## src/rtl/mux_pkg.sv

```systemverilog
// Shared constants and helpers for the stream multiplexer.
package mux_pkg;

  localparam int MODE_FIXED = 0;
  localparam int MODE_RR    = 1;

  // Index width for n channels, never narrower than one bit.
  function automatic int clog2_min1(input int n);
    return (n <= 2) ? 1 : $clog2(n);
  endfunction

endpackage

```

## src/rtl/rr_arbiter.sv

```systemverilog
// Combinational one-hot arbiter: fixed priority from index 0, or a
// rotating search that starts at ptr and wraps modulo N.
module rr_arbiter
  import mux_pkg::*;
#(
  parameter  int N     = 3,
  parameter  int MODE  = MODE_FIXED,
  localparam int SEL_W = clog2_min1(N)
) (
  input  logic [N-1:0]     req,
  input  logic [SEL_W-1:0] ptr,
  output logic [N-1:0]     grant,
  output logic [SEL_W-1:0] gidx
);

  // Walk the N candidates from the start index; the first requester wins.
  always_comb begin
    int   start;
    int   idx;
    logic found;
    grant = '0;
    gidx  = '0;
    found = 1'b0;
    idx   = 0;
    start = (MODE == MODE_RR) ? int'(ptr) : 0;
    for (int k = 0; k < N; k++) begin
      idx = start + k;
      if (idx >= N) idx = idx - N;
      if (!found && req[idx]) begin
        found      = 1'b1;
        grant[idx] = 1'b1;
        gidx       = SEL_W'(idx);
      end
    end
  end

endmodule

```

## src/rtl/stream_mux.sv

```systemverilog
// N-input registered stream multiplexer with valid/ready on every channel.
// One arbitrated channel per cycle is captured into a single output stage.
module stream_mux
  import mux_pkg::*;
#(
  parameter  int WIDTH = 32,
  parameter  int N     = 3,
  parameter  int MODE  = MODE_FIXED,
  localparam int SEL_W = clog2_min1(N)
) (
  input  logic               clk,
  input  logic               rst_n,
  input  logic [N-1:0]       in_valid,
  input  logic [N*WIDTH-1:0] in_data,
  output logic [N-1:0]       in_ready,
  output logic               out_valid,
  output logic [WIDTH-1:0]   out_data,
  output logic [SEL_W-1:0]   out_sel,
  input  logic               out_ready
);

  logic [N-1:0]            grant;
  logic [SEL_W-1:0]        gidx;
  logic [SEL_W-1:0]        rr_ptr;
  logic [SEL_W-1:0]        rr_nxt;
  logic [N-1:0][WIDTH-1:0] masked;
  logic [WIDTH-1:0]        sel_data;
  logic                    load;

  rr_arbiter #(.N(N), .MODE(MODE)) u_arb (
    .req   (in_valid),
    .ptr   (rr_ptr),
    .grant (grant),
    .gidx  (gidx)
  );

  // Output stage can accept when empty or being drained this cycle.
  assign load     = !out_valid || out_ready;
  assign in_ready = (rst_n && load) ? grant : '0;

  // Pointer advances past the winner; explicit wrap keeps it below N.
  assign rr_nxt = (gidx == SEL_W'(N - 1)) ? '0 : gidx + 1'b1;

  // Per-channel gating for the AND-OR select; grant is one-hot.
  for (genvar i = 0; i < N; i++) begin : g_lane
    assign masked[i] = in_data[i*WIDTH +: WIDTH] & {WIDTH{grant[i]}};
  end

  // OR-reduce the gated lanes into the selected beat.
  always_comb begin
    sel_data = '0;
    for (int i = 0; i < N; i++) sel_data = sel_data | masked[i];
  end

  // Output register and round-robin pointer; hold everything under stall.
  always_ff @(posedge clk) begin
    if (!rst_n) begin
      out_valid <= 1'b0;
      out_data  <= '0;
      out_sel   <= '0;
      rr_ptr    <= '0;
    end else if (load) begin
      if (|in_valid) begin
        out_valid <= 1'b1;
        out_data  <= sel_data;
        out_sel   <= gidx;
        if (MODE == MODE_RR) rr_ptr <= rr_nxt;
      end else begin
        out_valid <= 1'b0;
      end
    end
  end

endmodule

```

## config.mk

```make
export PLATFORM = sky130hd
export DESIGN_NAME = stream_mux
export DESIGN_NICKNAME = d
export VERILOG_FILES = /design/src/rtl/mux_pkg.sv /design/src/rtl/rr_arbiter.sv /design/src/rtl/stream_mux.sv
export SDC_FILE = /design/constraint.sdc
export NUM_CORES = 1
export LEC_CHECK = 0
export CAP_MARGIN = 20
export CORE_MARGIN = 1
export CORE_UTILIZATION = 37
export DETAILED_ROUTE_END_ITERATION = 8
export PLACE_DENSITY = 0.88
export SLEW_MARGIN = 20
export SYNTH_ARGS = -nofsm -noshare
export SYNTH_HDL_FRONTEND = slang
export SYNTH_SLANG_ARGS = --single-unit
```

## constraint.sdc

```tcl
create_clock -name clk -period 1.4 [get_ports clk]
set_input_delay 0.28 -clock clk [delete_from_list [all_inputs] [get_ports clk]]
set_output_delay 0.28 -clock clk [all_outputs]
set_load 0.005 [all_outputs]
```

==> results.toml <==
[grt]
grt_max_degree = 34
grt_use_total_pct = 22.2
grt_pass1_vias = 2298
grt_antenna_before_repair = 0
grt_pass1_wl_um = 10900
grt-ovfl-total = 0

[critical_path]
start_kind = "flop"
crit_type = "reg -> reg"
cp.required_ns = 1.56
cp.buffers_inverters = 2
cp-end-kind = "flop"
cp_top_family = "simple AND/OR/NAND/NOR gates"
cp.arrival_ns = 1.49
cp_cell_sequence = "buf_4 > nor2b_4 > or2_4 > buf_12 > nand2_2 > a21boi_2"
crit_fanout = 18
slowest_delay_ns = 0.36
slowest_stage = "dfxtp_4"

[power_and_ir_drop]
p_leak_uw = 0.00166
p_per_area_nw_per_um2 = 710
ir_drop_mv = 0.360

[logic_synthesis]
synth_fp_nets = 340
synth_top_area_share_pct = 31.3
syn_area_um2 = 2240
synth.distinct_cells = 25
syn_inst = 238
yosysWarnings = 0
synthFlopType = "dfxtp_1"
syn_avg_cell_area_um2 = 9.41
synth_async_sr_flop_share_pct = 0
synthTopCellsByArea = "dfxtp_1 31%, a21boi_2 15%, a221o_1 14%"
ys_seq_area_share_pct = 31.3
synth_edf_count = 0
yosys.cell_count.top_type = "dfxtp_1"
synth-seq-cells = 35
yosysTopAreaCell = "dfxtp_1"
synth_commonest_cells = "35 x dfxtp_1, 32 x nand2b_1, 31 x a221o_1, 31 x nand3_1"

[layout]
drive_gt1_share_pct = 28.4
design_area_um2 = 3800
finalNetCount = 480
antenna_cells = 0
syn2layout_area_growth_pct = 69.8
stdcell_count = 449

[floorplanning]
design.core.area_um2 = 5680
initial_core_util_pct = 39.5
ios = 140
die-area_um2 = 6370
fp.dieH_um = 79.8
num_rows = 27
fp.dieW_um = 79.8

[clocking]
cts_hold_buf = 0
clock_sinks = 35
cts_inserted_buffers = 5
clkLatencyLatePin_ns = 0.28
cts-root-buf = "clkbuf_8"
cts.clk_slew.worst_paths_ns = 0.06
cts_buffer_depth = 2
cts_tree = "built"
htree_num_levels = 2

[sta]
setup_ws_ns = 0.0737
period_share_pct = 94.7
min_period_ns = 1.33
max_freq_ghz = 0.754
finalMaxSlewViolations = 0
final.setup_skew_ns = 0.00415
report.final.hold_viol_count = 0
tightest_slew_ns = 0.445
setup_viol = 0
slew_headroom_pct = 70.3

[detailed_routing]
dr.pass1.iters = 4
totalWireLength_um = 6910
drtIter0Drc = 59
top_layer = "met4"
wl_per_cell_um = 15.4
drt-met1-wl_um = 2620
final_antenna_net_count = 0
wl_met3_um = 665
via_count = 2341
route.detailed.drc = 0
viasPerCell = 5.21
wl_met2_um = 3540

[min_path]
hold_class = "in -> reg"

[placement]
dp.cells = 441
dpl_cell_area_um2 = 3680
place_congestion = 0.849
port_buffers = 139
dp_slack_ns = -0.761
place_hpwl_um = 5020

[status]
outcome = "finished clean"

[job]
drv_cap = 0
==> path summary, 6_finish.rpt <==
path,from,depth (start not counted),end,slack [ns]
worst max-delay path,out_valid$_SDFFE_PN0P_,6,out_data[1]$_SDFFE_PN0P_,0.07
worst min-delay path,in_valid[0],4,out_data[13]$_SDFFE_PN0P_,0.39
worst max register to register,out_valid$_SDFFE_PN0P_,6,out_data[1]$_SDFFE_PN0P_,0.07
worst min register to register,out_data[21]$_SDFFE_PN0P_,2,out_data[21]$_SDFFE_PN0P_,0.45
==> worst reg2reg max path, stage by stage (launching register included) <==
cell	delay, ns
dfxtp_4	0.36
buf_4	0.13
nor2b_4	0.14
or2_4	0.28
buf_12	0.17
nand2_2	0.08
a21boi_2	0.05
==> layout by cell type, fill, tap and decap left out, drive strengths merged, types with 3 or more instances in the layout <==
cell	instances
clkdlybuf4s50	96
dfxtp	35
nand2b	32
a21boi	32
a221o	31
nand3	31
nand2	31
dlygate4sd2	28
buf	21
dlymetal6s2s	9
clkbuf	8
nor2b	5
o21ai	4
nor2	3
==> power breakdown <==
part / internal (µW) / leakage (µW) / switching [µW]
clock: 331 / 0.0000371 / 313
sequential: 1080 / 0.000294 / 50.1
combinational: 567 / 0.00133 / 355
total: 1980 / 0.00166 / 719
==> metrics by stage <==
stage / total power [µW] / TNS [ns] / hold WS, ns / util, %
final: 2700 / 0 / 0.393 / 67.0
after global routing: 2870 / -0.00463 / 0.401 / 67.0
after CTS: 2730 / 0 / 0.380 / 66.6
after detailed placement: 2110 / -25.76 / 0.449 / 64.8
after global placement: 2080 / -22.21 / 0.445 / 64.8
after floorplan: 1580 / 0 / 0.419 / -
==> cell families (layout without fill, tap and decap cells) <==
family / count (synthesis) / after routing / share of synthesized area, %
simple gates: 106 / 107 / 28.3
flops: 35 / 35 / 31.3
buf+inv: 26 / 164 / 8.71
compound gates: 71 / 71 / 31.7
==> metal layers <==
metal  global-route usage (%)  vias up
met5                        0        -
met4                     5.71        0
met3                     7.54       10
met2                     41.3      108
met1                     23.7     1079
li1                         -     1144
==> area by class of cell <==
class,instances,area (µm²)
timing repair buffer,157,1530
fill,477,1870
clock buffer,6,72.6
multi-input combinational,178,1390
inverter,1,3.75
tap,72,90.1
sequential,35,717
==> sequential cells by signal, summed over array words and instances (netlist names) <==
| register | flops |
|---|---|
| out_sel | 2 |
| out_data | 32 |
| out_valid | 1 |
==> timing repair <==
item | 4_1_cts | 5_1_grt
setup buffers | 1 | 0
cloned | 1 | 0
endpoints found under the setup margin | 70 | 43
gates resized for setup | 58 | 17
Note: power is estimated with default switching activity, not from simulation.
